--- src/rtl/layer4_out_buffer.sv ---
// Ping-pong frame buffer between the layer-4 ReLU outputs and the layer-5 x input.
// Optional status outputs (err_o, frame_cnt_o) are built when OBUF_STATUS_EN is defined.
module layer4_out_buffer #(
  parameter int DATA_W = 8,
  parameter int LANES  = 32,
  localparam int ADDR_W = $clog2(2 * LANES)
) (
  input  logic                    clk_i,
  input  logic                    rstn_i,
  input  logic                    wr_lo_i,
  input  logic                    wr_hi_i,
  input  logic [LANES*DATA_W-1:0] wr_data_i,
  input  logic                    rd_en_i,
  input  logic [ADDR_W-1:0]       rd_addr_i,
  input  logic                    rd_done_i,
  output logic [DATA_W-1:0]       rd_data_o,
  output logic                    rd_valid_o,
  output logic                    frame_rdy_o,
  output logic                    full_o
`ifdef OBUF_STATUS_EN
  ,
  output logic                    err_o,
  output logic [15:0]             frame_cnt_o
`endif
);

  typedef enum logic [1:0] {
    ST_EMPTY = 2'd0,
    ST_HALF  = 2'd1,
    ST_FULL  = 2'd2
  } status_e;

  status_e status_q [2];
  status_e status_d [2];
  logic    wr_sel_q, wr_sel_d;
  logic    rd_sel_q, rd_sel_d;
  logic    full_q, full_d;
  logic    frame_rdy_q, frame_rdy_d;
  logic    rd_valid_q, rd_valid_d;
  logic [DATA_W-1:0] rd_data_q, rd_data_d;

  logic wr_lo_en;
  logic wr_hi_en;
  logic err_evt;
  logic done_acc;

  logic [DATA_W-1:0] wr_lane [LANES];
  logic [DATA_W-1:0] mem [2][2*LANES];

  for (genvar gi = 0; gi < LANES; gi++) begin : g_lane
    assign wr_lane[gi] = wr_data_i[gi*DATA_W +: DATA_W];
  end

  always_comb begin
    status_d    = status_q;
    wr_sel_d    = wr_sel_q;
    rd_sel_d    = rd_sel_q;
    wr_lo_en    = 1'b0;
    wr_hi_en    = 1'b0;
    err_evt     = 1'b0;
    done_acc    = 1'b0;
    rd_valid_d  = rd_en_i;
    rd_data_d   = rd_data_q;

    // full_q is consistent with status_q[wr_sel_q], so the write bank is never FULL here
    if (wr_lo_i || wr_hi_i) begin
      if (full_q) begin
        err_evt = 1'b1;
      end else if (wr_lo_i && wr_hi_i) begin
        wr_lo_en           = 1'b1;
        wr_hi_en           = 1'b1;
        status_d[wr_sel_q] = ST_FULL;
        wr_sel_d           = ~wr_sel_q;
      end else if (wr_lo_i) begin
        wr_lo_en           = 1'b1;
        status_d[wr_sel_q] = ST_HALF;
      end else if (status_q[wr_sel_q] == ST_HALF) begin
        wr_hi_en           = 1'b1;
        status_d[wr_sel_q] = ST_FULL;
        wr_sel_d           = ~wr_sel_q;
      end else begin
        err_evt = 1'b1;
      end
    end

    if (rd_done_i && frame_rdy_q) begin
      done_acc           = 1'b1;
      status_d[rd_sel_q] = ST_EMPTY;
      rd_sel_d           = ~rd_sel_q;
    end

    // Derived from next-state so a simultaneous complete+release never flashes full
    full_d      = (status_d[wr_sel_d] == ST_FULL);
    frame_rdy_d = (status_d[rd_sel_d] == ST_FULL);

    if (rd_en_i) begin
      rd_data_d = frame_rdy_q ? mem[rd_sel_q][rd_addr_i] : '0;
    end
  end

  always_ff @(posedge clk_i or negedge rstn_i) begin
    if (!rstn_i) begin
      status_q[0] <= ST_EMPTY;
      status_q[1] <= ST_EMPTY;
      wr_sel_q    <= 1'b0;
      rd_sel_q    <= 1'b0;
      full_q      <= 1'b0;
      frame_rdy_q <= 1'b0;
      rd_valid_q  <= 1'b0;
      rd_data_q   <= '0;
    end else begin
      status_q[0] <= status_d[0];
      status_q[1] <= status_d[1];
      wr_sel_q    <= wr_sel_d;
      rd_sel_q    <= rd_sel_d;
      full_q      <= full_d;
      frame_rdy_q <= frame_rdy_d;
      rd_valid_q  <= rd_valid_d;
      rd_data_q   <= rd_data_d;
    end
  end

  // Frame storage survives reset; only the bank bookkeeping is cleared
  always_ff @(posedge clk_i) begin
    if (wr_lo_en) begin
      for (int k = 0; k < LANES; k++) begin
        mem[wr_sel_q][k] <= wr_lane[k];
      end
    end
    if (wr_hi_en) begin
      for (int k = 0; k < LANES; k++) begin
        mem[wr_sel_q][LANES + k] <= wr_lane[k];
      end
    end
  end

  assign rd_data_o   = rd_data_q;
  assign rd_valid_o  = rd_valid_q;
  assign frame_rdy_o = frame_rdy_q;
  assign full_o      = full_q;

`ifdef OBUF_STATUS_EN
  logic        err_q, err_d;
  logic [15:0] frame_cnt_q, frame_cnt_d;

  always_comb begin
    err_d       = err_q | err_evt;
    frame_cnt_d = done_acc ? frame_cnt_q + 16'd1 : frame_cnt_q;
  end

  always_ff @(posedge clk_i or negedge rstn_i) begin
    if (!rstn_i) begin
      err_q       <= 1'b0;
      frame_cnt_q <= '0;
    end else begin
      err_q       <= err_d;
      frame_cnt_q <= frame_cnt_d;
    end
  end

  assign err_o       = err_q;
  assign frame_cnt_o = frame_cnt_q;
`else
  logic unused_status;
  assign unused_status = err_evt ^ done_acc;
`endif

endmodule

--- config.mk ---
export PLATFORM = sky130hd
export DESIGN_NAME = layer4_out_buffer
export DESIGN_NICKNAME = d
export VERILOG_FILES = /design/src/rtl/layer4_out_buffer.sv
export SDC_FILE = /design/constraint.sdc
export NUM_CORES = 1
export LEC_CHECK = 0
export CORE_AREA = 3 3 398 302
export CTS_BUF_LIST = sky130_fd_sc_hd__clkbuf_4 sky130_fd_sc_hd__clkbuf_8
export DETAILED_ROUTE_END_ITERATION = 12
export DIE_AREA = 0 0 401 305
export PLACE_DENSITY = 0.56
export SYNTH_ARGS = -nofsm -noshare
export SYNTH_HDL_FRONTEND = slang
export SYNTH_SLANG_ARGS = --single-unit
--- constraint.sdc ---
create_clock -name clk_i -period 17.6 [get_ports clk_i]
set_input_delay 2.64 -clock clk_i [delete_from_list [all_inputs] [get_ports clk_i]]
set_output_delay 2.64 -clock clk_i [all_outputs]
set_load 0.03 [all_outputs]
Word level (Yosys, flattened, before mapping) --
Memories as Yosys holds them, arrays and structs flattened. Index checks and enable logic that the tools add are counted.
Storage, ports and cells: register bits 17, RAM bits 1024, bits of input ports 268, output and inout bits 11, logic and storage cells 81, memories kept 1
Operators by class: $lt $le $gt $ge 7, equality and inequality tests 3, muxes and demuxes 42, bitwise logic cells 15, reductions and logical operators 5
Memory list:
- mem | depth 2, bits a word 512, read ports 1, clocked after Yosys merged registers in 0, wr ports 1, RTL line 48 | logic [DATA_W-1:0] mem [2][2*LANES];
Operator list (number):
- 8-bit binary-select mux with 6-bit select | 1
- 4-bit two-way mux | 6
- 8-bit two-way mux | 3
- 2-bit two-way mux | 11
- 1-bit two-way mux | 19
- 2-bit >= comparator (second input constant) | 4
- 1-bit inverter with 2-bit output | 4
- 7-bit >= comparator (second input constant) | 1
- 6-bit inverter with 7-bit output | 1
- 2-bit AND | 2
- 4-bit AND | 1
- 2-bit demux with 1-bit select | 2
- 2-bit == test (second input constant) | 2
- 1-bit logical AND | 4
- 2-bit by 1-bit < comparator with 1-bit output (second input constant) | 2
- 2-bit inverter | 2
- 4-bit inverter | 1
- 2-bit bitwise OR | 2
- 2-bit by 1-bit == test with 1-bit output (second input constant) | 1
- 1-bit inverter | 2
- 1-bit logical OR | 1

Longest topological paths before layout --
word-level depth 18, gate-level depth with buffers 11, mapped depth without buffers 6

Worst setup path after synthesis --
Ideal clock, no wire load.
path type input to register, start point input wr_hi_i, end point memory mem[0][0] (netlist bit), enable pin, setup time 879 ps, arrival 13522 ps, data required time 16721 ps, path slack 3199 ps, stages 3, buffers on the path 0, cells stage by stage nor2b_1 -> o21ai_0 -> nor2_1
Between the ends: cells in the longest elaborated chain, start to end 6, elaborated cells between the ends (all ways) 7, those cells by class mux (5); reduce/logical (2)
Ends and longest elaborated chain:
- start, declared | RTL line 11 | input logic wr_hi_i,
- 1-bit logical AND | RTL line 69 | end else if (wr_lo_i && wr_hi_i) begin
- 1-bit two-way mux | RTL line 69
- 1-bit two-way mux | RTL line 67 | if (full_q) begin
- 1-bit two-way mux * | RTL line 66 | if (wr_lo_i || wr_hi_i) begin
- 1-bit two-way mux * | RTL line 130 | if (wr_hi_en) begin
- 1-bit two-way mux (not written as such) * | RTL line 132 | mem[wr_sel_q][LANES + k] <= wr_lane[k];
- end, declared | RTL line 48
Mark *: on every way between the ends. The rest lies on a longest branch, timed or not.

Worst setup path in the final report --
start point input wr_hi_i, end point memory mem[1][253] (netlist bit), enable pin
Same word-level chain as after synthesis.

==> results.cfg <==
[cts]
cts-root-buf = clkbuf_8
cts_made_buffers = 167
htreeDepth = 4
cts_tree = yes
cts-resized-gates = 0
cts.sinks = 1041
clkTransAtPathRegs_ns = 0.06
hold_buffers = 0
post_cts_buffers = 0
clockBufferDepth = 3
clock_latency_ns = 0.83

[timing]
hold_violations = 0
setup_viol = 0
grt_setup_unrepaired = no
fin_crit_ns = 6.689
finClkSkew_ns = 0.04468
fin_crit_sh = 0.3801
tns_ns = 0
slew_headroom = 0.2491
slew_violations = 0
worst_pin_slew_ns = 1.126
max_freq_ghz = 0.1495

[min_path]
whs_endpoint = rd_data_o[2]$_DFFE_PN0P_
hold_class = flip-flop to flip-flop
holdPathStages = 2
min_from = rd_data_o[2]$_DFFE_PN0P_

[final_layout]
mostFrequentLayoutCells = 1024 x edfxtp_1, 296 x mux2i_1, 275 x clkdlybuf4s50_1
finish.instance_area_mm2 = 0.04826
areaGrowthSynthToFinish_pct = 18.55
layout.nets = 2684
mostFrequentLayoutCell = edfxtp_1
drive_gt1_frac = 0.1782
n_fill_cell = 10370

[global_routing]
antenna_found_initial = 39
grt_pass1_vias = 22080
grtUsageTotal = 0.1841
grt_pass1_wl_mm = 161.7
grt_max_degree = 164
grt_overflow_total = 0

[place]
place_area_mm2 = 0.04494
place.gp.congestion = 0.7919
io_buffers = 278
hpwl_mm = 75.47

[logic_synthesis]
netlist_area_mm2 = 0.04071
postSynthCellCount = 2051
async_flop_share = 0.01633
ys_ff_latch = 1041
synth_cell_types = 41
ys_warn_count = 0
syn_avg_cell_area_um2 = 19.85
seq_area_frac_synth = 0.7659
synth_ff_type = edfxtp_1
synth_edf_count = 1024
synth_fp_nets = 2319

[worst_setup_path]
rr_startpoint = rd_sel_q$_DFF_PN0_
setup.worst_path.class = input port to flip-flop
reg2reg_to = rd_data_o[4]$_DFFE_PN0P_
cp-start-kind = input port
critPathRequiredTime_ns = 18.02
r2r_setup_slack_ns = 12.29
crit_arrival_ns = 7.11
rr_worst_depth = 9
cp_max_fo = 66
worstSetupEndpointType = flip-flop

[route]
drtPass1Iterations = 5
drt-vias-per-instance = 5.230
drc = 0
wl_per_cell_um = 27.78
drtAntennaViolNets = 0
drt_iter0_markers = 2019
routed_wl_mm = 114.5
vias = 21570

[floorplan]
num_rows = 109
chipHeight_um = 305
start_util = 0.3479
core_area_mm2 = 0.1170
ios = 279
dieArea_mm2 = 0.1223
die_w_um = 401

[power]
leakagePower_uw = 0.01601
power_density_mw_per_mm2 = 142.0
irDropWorstVdd_uv = 80.88

[job]
drv_cap = 0

[status]
status = finished, final reports clean
-- synthesized netlist by cell type, types with 17 or more instances --
master / n / area share
nor2_1: 30 / 0.0028
a22oi_1: 80 / 0.015
nor2b_1: 19 / 0.0029
edfxtp_1: 1024 / 0.76
buf_6: 20 / 0.0055
buf_2: 17 / 0.0021
dfrtp_1: 17 / 0.010
mux2i_1: 296 / 0.073
o221ai_1: 24 / 0.0052
a21oi_1: 50 / 0.0061
buf_4: 18 / 0.0033
mux4_2: 99 / 0.055
nand2b_1: 17 / 0.0026
nand2_1: 30 / 0.0028
clkbuf_1: 46 / 0.0042
a211oi_1: 18 / 0.0033
o21ai_0: 41 / 0.0050
mux2_2: 34 / 0.0094
o22ai_1: 48 / 0.0074
-- metal layers --
layer,global-route usage,up-vias,part of all wire
li1,-,9299,-
met2,0.2756,851,0.45
met1,0.2635,11230,0.44
met5,0,-,0.00093
met3,0.05023,169,0.084
met4,0.05289,16,0.022
-- logic make-up (layout without fill, tap and decap cells) --
kind of cell    Yosys count  in the layout  synth area share
xor+xnor                  2              2         0.0004304
buf+inv                 125            621           0.02216
other cells               0             22                 0
simple gates            127            127           0.01574
flops                  1041           1041            0.7659
fa+ha+maj                 2              2         0.0004918
mux                     434            434            0.1402
compound gates          320            320           0.05511
-- sequential cells by signal, indices dropped and copies added (netlist names) --
register	cells
rd_data_o	8
rd_sel_q	1
frame_rdy_o	1
mem	1024
wr_sel_q	1
rd_valid_o	1
full_o	1
status_q	4
-- critical path, stage by stage --
cell,delay (ns)
clkdlybuf4s50_1,0.58
nor2b_1,0.18
o21ai_0,0.36
nor2_4,0.78
buf_4,0.76
buf_4,0.80
buf_4,0.81
-- worst max-delay path by stage --
stage / slack, ns / endpoint / depth (start not counted) / from
3_3_place_gp: 10.07 / mem[1][21]$_DFFE_PP_ / 7 / wr_hi_i
6_report: 10.91 / mem[1][253]$_DFFE_PP_ / 7 / wr_hi_i
4_1_cts: 10.89 / mem[1][44]$_DFFE_PP_ / 7 / wr_hi_i
3_5_place_dp: 10.03 / mem[1][29]$_DFFE_PP_ / 7 / wr_hi_i
2_1_floorplan: 3.20 / mem[0][0]$_DFFE_PP_ / 3 / wr_hi_i
5_1_grt: 10.62 / mem[1][253]$_DFFE_PP_ / 7 / wr_hi_i
-- through the flow --
step	hold WS [ns]	utilization	power, uW	worst slack [ns]	cells
after floorplan	0.5792	-	4540	3.199	2051
after global placement	0.6039	0.3840	4834	10.07	3801
after detailed placement	0.6260	0.3840	4880	10.03	3801
after CTS	0.6376	0.4119	6923	10.89	4101
after global routing	0.6621	0.4120	7144	10.62	4106
final	0.6401	0.4124	6850	10.91	4123
-- final cells by class --
class	instances	area, um2	area share
clock inverters	75	505.5	0.01048
flip-flops and latches	1041	31180	0.6461
well taps	1554	1944	0.04029
multi-input cells	885	8673	0.1797
diodes	22	55.05	0.001141
clock buffers	225	2759	0.05717
inverters	3	11.26	0.0002334
repair buffers	318	3128	0.06482
-- where the power goes --
| part | switching (uW) | internal (uW) | leakage [uW] | total, uW |
|---|---|---|---|---|
| Sequential | 131 | 3280 | 0.00967 | 3410 |
| Combinational | 900 | 502 | 0.00462 | 1400 |
| Clock | 940 | 1100 | 0.00173 | 2040 |
No activity file was read; power rests on OpenSTA's default activity.
